--- config.mk ---
export PLATFORM = sky130hd
export DESIGN_NAME = pipe_ctrl_unit
export DESIGN_NICKNAME = d
export VERILOG_FILES = /design/src/rtl/pipe_ctrl_unit.sv
export SDC_FILE = /design/constraint.sdc
export NUM_CORES = 1
export LEC_CHECK = 0
export BUFFER_PORTS_ARGS = -buffer_cell sky130_fd_sc_hd__buf_2
export CELL_PAD_IN_SITES_DETAIL_PLACEMENT = 0
export CELL_PAD_IN_SITES_GLOBAL_PLACEMENT = 1
export CORE_MARGIN = 2
export CORE_UTILIZATION = 30
export DETAILED_ROUTE_END_ITERATION = 6
export MAX_ROUTING_LAYER = met4
export PLACE_DENSITY_LB_ADDON = 0.08
export SKIP_LAST_GASP = 1
export SLEW_MARGIN = 5
export SYNTH_ARGS = -nofsm -noshare
export SYNTH_HDL_FRONTEND = slang
export SYNTH_SLANG_ARGS = --single-unit
--- constraint.sdc ---
create_clock -name clk -period 2.55 [get_ports clk]
set_input_delay 0.1275 -clock clk [delete_from_list [all_inputs] [get_ports clk]]
set_output_delay 0.1275 -clock clk [all_outputs]
set_load 0.05 [all_outputs]
--- src/rtl/pipe_ctrl_unit.sv ---
`default_nettype none
// ============================================================================
// Module   : pipe_ctrl_unit
// Purpose  : Pipelined RV32I control unit. Decodes the D-stage instruction
//            and carries its control fields through the E, M and W stages.
//            Supports flush and bubble insertion. A multi-cycle MDU
//            occupancy FSM stalls the front end while a mul/div is in E.
// Revision : 1.0 - initial release
// ----------------------------------------------------------------------------
// Build option:
//   PIPE_CTRL_MEXT_EN - when defined, decodes the RV32M subset
//                       (mul, mulh, div, rem) and enables the MDU FSM.
//                       When undefined, func7=0000001 encodings are illegal
//                       and stallD, mdu_startE and mdu_busy are tied to 0.
// ----------------------------------------------------------------------------
// Parameters:
//   ALUC_W  - AluControlE width (>=4); ALU codes are zero-extended
//   MUL_LAT - E-stage occupancy in cycles for mul/mulh (>=1)
//   DIV_LAT - E-stage occupancy in cycles for div/rem (>=1)
// Ports:
//   clk, rst                 - clock, asynchronous active-high reset
//   OPC, func3, func7        - D-stage instruction fields
//   instr_valid              - D-stage instruction is valid
//   flushE                   - load a bubble into E
//   ImmSrcD                  - combinational immediate-type select
//   *E / *M / *W             - registered stage controls
//   illegalE                 - the E-stage instruction was undecodable
//   stallD, mdu_busy         - MDU stall request to F/D (identical)
//   mdu_startE               - one pulse per MDU instruction in E
// ============================================================================
module pipe_ctrl_unit #(
  parameter int ALUC_W  = 4,
  parameter int MUL_LAT = 3,
  parameter int DIV_LAT = 32
) (
  input  logic              clk,
  input  logic              rst,
  input  logic [6:0]        OPC,
  input  logic [2:0]        func3,
  input  logic [6:0]        func7,
  input  logic              instr_valid,
  input  logic              flushE,
  output logic [2:0]        ImmSrcD,
  output logic              RegWriteE,
  output logic              MemWriteE,
  output logic              ALUSrcE,
  output logic [1:0]        JumpE,
  output logic [2:0]        BranchE,
  output logic [1:0]        ResultSrcE,
  output logic [ALUC_W-1:0] AluControlE,
  output logic              illegalE,
  output logic              RegWriteM,
  output logic              MemWriteM,
  output logic [1:0]        ResultSrcM,
  output logic              RegWriteW,
  output logic [1:0]        ResultSrcW,
  output logic              stallD,
  output logic              mdu_startE,
  output logic              mdu_busy
);

  localparam logic [6:0] c_OP_R    = 7'b0110011;
  localparam logic [6:0] c_OP_I    = 7'b0010011;
  localparam logic [6:0] c_OP_LW   = 7'b0000011;
  localparam logic [6:0] c_OP_SW   = 7'b0100011;
  localparam logic [6:0] c_OP_B    = 7'b1100011;
  localparam logic [6:0] c_OP_LUI  = 7'b0110111;
  localparam logic [6:0] c_OP_JAL  = 7'b1101111;
  localparam logic [6:0] c_OP_JALR = 7'b1100111;

  // Parameter sanity check at elaboration.
  if (ALUC_W < 4 || MUL_LAT < 1 || DIV_LAT < 1) begin : g_param_check
    $error("pipe_ctrl_unit: illegal parameter value");
  end

  typedef struct packed {
    logic              regwrite;
    logic              memwrite;
    logic              alusrc;
    logic [1:0]        jump;
    logic [2:0]        branch;
    logic [1:0]        resultsrc;
    logic [ALUC_W-1:0] aluctl;
    logic              illegal;
  } ctl_e_t;

  typedef struct packed {
    logic       regwrite;
    logic       memwrite;
    logic [1:0] resultsrc;
  } ctl_m_t;

  typedef struct packed {
    logic       regwrite;
    logic [1:0] resultsrc;
  } ctl_w_t;

  ctl_e_t     w_dec;
  logic [3:0] w_alu4;
  logic [2:0] w_imm;
  logic       w_ill;
  logic       w_stall;
  logic       w_start;

  ctl_e_t r_e;
  ctl_m_t r_m;
  ctl_w_t r_w;

`ifdef PIPE_CTRL_MEXT_EN
  logic w_mdu;
  logic w_div;
  logic r_mdu_e;
  logic r_div_e;
`endif

  // --------------------------------------------------------------------------
  // D-stage decode
  // --------------------------------------------------------------------------
  always_comb begin
    w_dec  = '0;
    w_alu4 = 4'd0;
    w_imm  = 3'b000;
    w_ill  = 1'b0;
`ifdef PIPE_CTRL_MEXT_EN
    w_mdu  = 1'b0;
    w_div  = 1'b0;
`endif
    case (OPC)
      c_OP_R: begin
        w_dec.regwrite = 1'b1;
        if (func7 == 7'b0000000) begin
          case (func3)
            3'b000:  w_alu4 = 4'd0;   // add
            3'b111:  w_alu4 = 4'd2;   // and
            3'b110:  w_alu4 = 4'd3;   // or
            3'b010:  w_alu4 = 4'd5;   // slt
            3'b011:  w_alu4 = 4'd6;   // sltu
            3'b100:  w_alu4 = 4'd7;   // xor
            3'b001:  w_alu4 = 4'd8;   // sll
            default: w_alu4 = 4'd9;   // srl (3'b101)
          endcase
        end else if (func7 == 7'b0100000) begin
          case (func3)
            3'b000:  w_alu4 = 4'd1;   // sub
            3'b101:  w_alu4 = 4'd10;  // sra
            default: w_ill  = 1'b1;
          endcase
`ifdef PIPE_CTRL_MEXT_EN
        end else if (func7 == 7'b0000001) begin
          w_mdu = 1'b1;
          case (func3)
            3'b000:  w_alu4 = 4'd11;                  // mul
            3'b001:  w_alu4 = 4'd12;                  // mulh
            3'b100:  begin w_alu4 = 4'd13; w_div = 1'b1; end  // div
            3'b110:  begin w_alu4 = 4'd14; w_div = 1'b1; end  // rem
            default: w_ill  = 1'b1;
          endcase
`endif
        end else begin
          w_ill = 1'b1;
        end
      end
      c_OP_I: begin
        w_dec.regwrite = 1'b1;
        w_dec.alusrc   = 1'b1;
        case (func3)
          3'b000: w_alu4 = 4'd0;   // addi
          3'b111: w_alu4 = 4'd2;   // andi
          3'b110: w_alu4 = 4'd3;   // ori
          3'b010: w_alu4 = 4'd5;   // slti
          3'b011: w_alu4 = 4'd6;   // sltiu
          3'b100: w_alu4 = 4'd7;   // xori
          3'b001: begin            // slli: func7 is part of the encoding
            w_alu4 = 4'd8;
            w_ill  = (func7 != 7'b0000000);
          end
          default: begin           // srli / srai
            if (func7 == 7'b0000000)      w_alu4 = 4'd9;
            else if (func7 == 7'b0100000) w_alu4 = 4'd10;
            else                          w_ill  = 1'b1;
          end
        endcase
      end
      c_OP_LW: begin
        w_dec.regwrite  = 1'b1;
        w_dec.alusrc    = 1'b1;
        w_dec.resultsrc = 2'b01;
      end
      c_OP_SW: begin
        w_dec.memwrite = 1'b1;
        w_dec.alusrc   = 1'b1;
        w_imm          = 3'b001;
        w_ill          = (func3 != 3'b010);
      end
      c_OP_B: begin
        w_imm  = 3'b010;
        w_alu4 = 4'd1;
        case (func3)
          3'b000:  w_dec.branch = 3'b001;  // beq
          3'b001:  w_dec.branch = 3'b010;  // bne
          3'b100:  w_dec.branch = 3'b011;  // blt
          3'b101:  w_dec.branch = 3'b100;  // bge
          default: w_ill        = 1'b1;
        endcase
      end
      c_OP_LUI: begin
        w_dec.regwrite  = 1'b1;
        w_dec.alusrc    = 1'b1;
        w_dec.resultsrc = 2'b11;
        w_imm           = 3'b011;
        w_alu4          = 4'd4;
      end
      c_OP_JAL: begin
        w_dec.regwrite  = 1'b1;
        w_dec.alusrc    = 1'b1;
        w_dec.resultsrc = 2'b11;
        w_dec.jump      = 2'b01;
        w_imm           = 3'b100;
      end
      c_OP_JALR: begin
        w_dec.regwrite  = 1'b1;
        w_dec.alusrc    = 1'b1;
        w_dec.resultsrc = 2'b11;
        w_dec.jump      = 2'b10;
        w_ill           = (func3 != 3'b000);
      end
      default: w_ill = 1'b1;
    endcase

    // An undecodable instruction carries no controls, only the illegal flag.
    if (w_ill) begin
      w_dec  = '0;
      w_alu4 = 4'd0;
      w_imm  = 3'b000;
`ifdef PIPE_CTRL_MEXT_EN
      w_mdu  = 1'b0;
      w_div  = 1'b0;
`endif
    end
    w_dec.aluctl  = ALUC_W'(w_alu4);
    w_dec.illegal = w_ill;
  end

  assign ImmSrcD = w_imm;

  // --------------------------------------------------------------------------
  // Pipeline registers
  // --------------------------------------------------------------------------
  always_ff @(posedge clk or posedge rst) begin
    if (rst)              r_e <= '0;
    else if (flushE)      r_e <= '0;
    else if (w_stall)     r_e <= r_e;
    else if (instr_valid) r_e <= w_dec;
    else                  r_e <= '0;
  end

  // While the MDU holds E, M receives bubbles so nothing is issued twice.
  always_ff @(posedge clk or posedge rst) begin
    if (rst)          r_m <= '0;
    else if (w_stall) r_m <= '0;
    else              r_m <= '{regwrite: r_e.regwrite, memwrite: r_e.memwrite,
                               resultsrc: r_e.resultsrc};
  end

  always_ff @(posedge clk or posedge rst) begin
    if (rst) r_w <= '0;
    else     r_w <= '{regwrite: r_m.regwrite, resultsrc: r_m.resultsrc};
  end

`ifdef PIPE_CTRL_MEXT_EN
  // --------------------------------------------------------------------------
  // MDU occupancy FSM
  // --------------------------------------------------------------------------
  localparam int                 c_CNT_W    = $clog2(DIV_LAT) + 1;
  localparam logic [c_CNT_W-1:0] c_MUL_LAST = c_CNT_W'(MUL_LAT - 1);
  localparam logic [c_CNT_W-1:0] c_DIV_LAST = c_CNT_W'(DIV_LAT - 1);
  localparam logic [0:0]         c_IDLE     = 1'b0;
  localparam logic [0:0]         c_BUSY     = 1'b1;

  logic [0:0]         r_state;
  logic [0:0]         w_state_nxt;
  logic [c_CNT_W-1:0] r_cnt;
  logic [c_CNT_W-1:0] w_cnt_nxt;
  logic [c_CNT_W-1:0] w_last;

  // The MDU flags follow the E register exactly.
  always_ff @(posedge clk or posedge rst) begin
    if (rst) begin
      r_mdu_e <= 1'b0;
      r_div_e <= 1'b0;
    end else if (flushE) begin
      r_mdu_e <= 1'b0;
      r_div_e <= 1'b0;
    end else if (w_stall) begin
      r_mdu_e <= r_mdu_e;
      r_div_e <= r_div_e;
    end else if (instr_valid) begin
      r_mdu_e <= w_mdu;
      r_div_e <= w_div;
    end else begin
      r_mdu_e <= 1'b0;
      r_div_e <= 1'b0;
    end
  end

  assign w_last = r_div_e ? c_DIV_LAST : c_MUL_LAST;

  always_ff @(posedge clk or posedge rst) begin
    if (rst) begin
      r_state <= c_IDLE;
      r_cnt   <= '0;
    end else begin
      r_state <= w_state_nxt;
      r_cnt   <= w_cnt_nxt;
    end
  end

  // A flush aborts the operation; otherwise count while stalling and
  // return to idle on the cycle the instruction is released.
  always_comb begin
    w_state_nxt = r_state;
    w_cnt_nxt   = r_cnt;
    if (flushE) begin
      w_state_nxt = c_IDLE;
      w_cnt_nxt   = '0;
    end else if (w_stall) begin
      w_state_nxt = c_BUSY;
      w_cnt_nxt   = r_cnt + c_CNT_W'(1);
    end else begin
      w_state_nxt = c_IDLE;
      w_cnt_nxt   = '0;
    end
  end

  always_comb begin
    w_stall = r_mdu_e && (r_cnt != w_last);
    w_start = r_mdu_e && (r_state == c_IDLE);
  end
`else
  assign w_stall = 1'b0;
  assign w_start = 1'b0;
`endif

  // --------------------------------------------------------------------------
  // Outputs
  // --------------------------------------------------------------------------
  assign RegWriteE   = r_e.regwrite;
  assign MemWriteE   = r_e.memwrite;
  assign ALUSrcE     = r_e.alusrc;
  assign JumpE       = r_e.jump;
  assign BranchE     = r_e.branch;
  assign ResultSrcE  = r_e.resultsrc;
  assign AluControlE = r_e.aluctl;
  assign illegalE    = r_e.illegal;
  assign RegWriteM   = r_m.regwrite;
  assign MemWriteM   = r_m.memwrite;
  assign ResultSrcM  = r_m.resultsrc;
  assign RegWriteW   = r_w.regwrite;
  assign ResultSrcW  = r_w.resultsrc;
  assign stallD      = w_stall;
  assign mdu_busy    = w_stall;
  assign mdu_startE  = w_start;

endmodule
`default_nettype wire
==> impl_metrics.csv <==
group,metric,value,unit
final_layout,antenna_cells,0,
grt,groute.usage.overall,13.1,%
worst_hold_path,hp-class,"in2async",
synthesis,ys_seq_elements,22,
detailed_routing,route.final.wire_length,2680,um
critical_path,worstReg2RegStart,"MemWriteE",
critical_path,cp_max_fo,11,
floorplan,die_area,0.00441,mm^2
critical_path,worstRegToRegCells,0,
status,result_of_the_run,"finished, violations left",
synthesis,async_reset_ff_share,100,%
placement,pre_cts_ws,0.625,ns
floorplan,die_h,66.4,um
synthesis,portion_of_synthesized_cell_area_occupied_by_the_leading_cell_type,47.1,%
cts,cts-root-buf,"sky130_fd_sc_hd__clkbuf_8",
sta,post-route-worst-setup-slack,0.614,ns
sta,holdWs,-0.0115,ns
pwr,worst_ir_drop_vdd,0.000188,V
detailed_routing,vias,1064,
synthesis,post_synth_top_area_cell,"sky130_fd_sc_hd__dfrtp_1",
placement,gpl.final_weighted_congestion,0.916,
sta,worst_slew_pin_slew,0.748,ns
sta,unrepaired_setup_endpoints_after_global_routing,"no",
critical_path,worst_ep_arrival_time,1.81,ns
pwr,power_per_cell_area,521,mW/mm^2
critical_path,r2r-end,"MemWriteM",
critical_path,worst-setup-path-type,"in2out",
grt,grt_start_max_net_pins,23,
detailed_routing,routed_wire_length_per_instance,12.4,um
critical_path,setup.reg_to_reg.worst_slack,2.06,ns
cts,clkTransAtPathRegs,0.07,ns
placement,dpl.hpwl,2160,um
pwr,static-leakage-power,0.000735,uW
sta,setup_tns,0,ns
sta,timing.final.hold_violations,22,
synthesis,mappedNetlistArea,0.00117,mm^2
sta,setup_viol_count_final,0,
floorplan,initial_core_util,31.4,%
final_layout,drive_above_1_share,33.3,%
detailed_routing,post-route-drc-count,0,
detailed_routing,drtPass1Iterations,4,
critical_path,crit_required,2.42,ns
final_layout,nFillCells,394,
sta,achievable-frequency,516,MHz
cts,htree_num_levels,1,
synthesis,count_of_flip_flops_with_a_built_in_enable_after_synthesis,0,
sta,timing.final.crit_share,75.9,%
grt,antenna_found_initial,0,
grt,global_route.overflow_total,0,
placement,port_buffers,45,
synthesis,post_synth_num_cell_types,40,
cts,clock_buffer_count_from_cts,3,
floorplan,placementRows,22,
cts,tritoncts,"built",
cts,cts_setup_buffers,0,
detailed_routing,drt-initial-drc-count,41,
sta,maxSlewViolCount,0,
grt,first_pass_grt_wire_length,4330,um
floorplan,die-width,66.4,um
floorplan,core,0.00372,mm^2
critical_path,worstSetupStartpointType,"input port",
cts,clkLatencyLatePin,0.26,ns
final_layout,synth_to_layout_area_growth,26.1,%
cts,tritoncts_num_sinks,22,
synthesis,yosysSeqAreaShare,47.1,%
sta,slew-limit-headroom,50.1,%
cts,cts-root-to-sink-buffers,2,
status,violations,"negative hold slack",
sta,max_clock_skew,0.00596,ns
final_layout,fin_nets,190,
final_layout,final_util,39.7,%
synthesis,synth_top_cells_by_area,"sky130_fd_sc_hd__dfrtp_1 47%, sky130_fd_sc_hd__nand2_1 3.9%, sky130_fd_sc_hd__nor4_1 3.7%",
detailed_routing,avgViaCountPerCell,4.93,
synthesis,synth_cells,126,
cts,cts_hold_fix_bufs,0,
detailed_routing,detail-route-antenna-nets,0,
floorplan,io_pins,49,
synthesis,synth_top_flop_cell,"sky130_fd_sc_hd__dfrtp_1",
critical_path,cp-end-kind,"output pin",
synthesis,synth_area_per_cell,9.27,um^2
run,timing.max_cap.violations,0,
synthesis,ys.warnings.count,0,
sta,timing.final.crit_period,1.94,ns
grt,first_global_vias,945,
cts,cts_resized,0,
==> kinds of logic (layout without fill, tap and decap cells) <==
| group | after synthesis | after routing | share of synthesized area [%] |
|---|---|---|---|
| AND/OR/NAND/NOR | 58 | 58 | 26.4 |
| AO/OA/AOI/OAI | 28 | 28 | 16.5 |
| flip-flops | 22 | 22 | 47.1 |
| buffers and inverters | 13 | 53 | 6.32 |
| XOR/XNOR | 2 | 2 | 1.50 |
| multiplexers | 2 | 2 | 1.82 |
| other | 1 | 3 | 0.321 |
==> synthesized netlist by cell type, types with 2 or more instances <==
cell	instances
sky130_fd_sc_hd__clkbuf_1	2
sky130_fd_sc_hd__a211oi_1	2
sky130_fd_sc_hd__o21a_1	2
sky130_fd_sc_hd__a2111oi_0	2
sky130_fd_sc_hd__a21oi_1	7
sky130_fd_sc_hd__nand2_1	12
sky130_fd_sc_hd__nor2b_1	3
sky130_fd_sc_hd__nor4_1	7
sky130_fd_sc_hd__nand2b_1	4
sky130_fd_sc_hd__nand3_1	3
sky130_fd_sc_hd__nor3_1	6
sky130_fd_sc_hd__nor2_1	10
sky130_fd_sc_hd__buf_4	4
sky130_fd_sc_hd__and2_1	2
sky130_fd_sc_hd__or3_1	4
sky130_fd_sc_hd__o21ai_0	7
sky130_fd_sc_hd__inv_1	4
sky130_fd_sc_hd__dfrtp_1	22
sky130_fd_sc_hd__buf_2	2
==> power breakdown <==
part | leakage, uW | total, uW | switching, uW | internal, uW
logic | 0.000393 | 107 | 73.1 | 33.8
clock network | 0.0000357 | 310 | 101 | 209
registers | 0.000306 | 351 | 0.522 | 351
total | 0.000735 | 768 | 174 | 594
==> sequential cells by signal (all words and copies together), names as in the netlist <==
signal	count
AluControlE	4
BranchE	3
JumpE	2
ResultSrcE	2
ResultSrcM	2
ResultSrcW	2
ALUSrcE	1
MemWriteE	1
MemWriteM	1
RegWriteE	1
RegWriteM	1
RegWriteW	1
illegalE	1
==> worst max-delay path by stage <==
stage                     slack, ns  startpoint  cells after the start             end
after floorplan                0.33    func7[1]                      5      ImmSrcD[0]
after detailed placement       0.62    func7[1]                      6  AluControlE[2]
after global routing           0.45      OPC[2]                      7      ImmSrcD[1]
final                          0.61      OPC[2]                      7      ImmSrcD[1]
after global placement         0.62    func7[1]                      7      ImmSrcD[0]
after CTS                      0.63      OPC[2]                      7      ImmSrcD[0]
==> worst max-delay path, stage by stage <==
cell,delay [ns]
sky130_fd_sc_hd__buf_2,0.17
sky130_fd_sc_hd__nor3_1,0.40
sky130_fd_sc_hd__nand3_1,0.27
sky130_fd_sc_hd__a41o_1,0.29
sky130_fd_sc_hd__o21bai_2,0.25
sky130_fd_sc_hd__a21oi_1,0.08
sky130_fd_sc_hd__buf_2,0.22
==> layout by cell type, fill, tap and decap left out, types with 2 or more instances in the layout <==
| cell | n |
|---|---|
| sky130_fd_sc_hd__buf_2 | 45 |
| sky130_fd_sc_hd__dfrtp_1 | 22 |
| sky130_fd_sc_hd__nand2_1 | 12 |
| sky130_fd_sc_hd__nor2_1 | 10 |
| sky130_fd_sc_hd__nor4_1 | 7 |
| sky130_fd_sc_hd__a21oi_1 | 7 |
| sky130_fd_sc_hd__o21ai_0 | 7 |
| sky130_fd_sc_hd__nor3_1 | 6 |
| sky130_fd_sc_hd__or3_1 | 4 |
| sky130_fd_sc_hd__inv_1 | 4 |
| sky130_fd_sc_hd__nand2b_1 | 4 |
| sky130_fd_sc_hd__nor2b_1 | 3 |
| sky130_fd_sc_hd__nand3_1 | 3 |
| sky130_fd_sc_hd__conb_1 | 3 |
| sky130_fd_sc_hd__clkbuf_8 | 3 |
| sky130_fd_sc_hd__and2_1 | 2 |
| sky130_fd_sc_hd__a2111oi_0 | 2 |
| sky130_fd_sc_hd__o21a_1 | 2 |
| sky130_fd_sc_hd__a211oi_1 | 2 |
==> final cells by class <==
cell class	instances	area (um^2)	area share, %
Multi-Input combinational cell	93	552	37.4
Inverter	4	15.0	1.02
Clock inverter	1	30.0	2.04
Clock buffer	3	41.3	2.80
Timing Repair Buffer	45	225	15.3
Tap cell	48	60.1	4.07
Sequential cell	22	551	37.4
==> metal layers <==
metal / part of all wire, % / vias to the layer above / track usage, %
li1: - / 527 / -
met1: 48 / 495 / 18.3
met2: 46 / 40 / 20.1
met3: 5.5 / 2 / 0.681
met4: 0.82 / 0 / 4.59
met5: 0 / - / -
==> through the flow <==
stage | power (uW) | instance area (um^2) | hold WS (ns) | instances
floorplan | 438 | 1180 | 0.117 | 128
global placement | 466 | 1400 | 0.295 | 212
detailed placement | 465 | 1400 | 0.296 | 212
CTS | 776 | 1470 | 0.0148 | 216
global route | 803 | 1470 | 0.0684 | 216
finish | 768 | 1470 | -0.0115 | 216
Power figures use the tool's default switching activity.
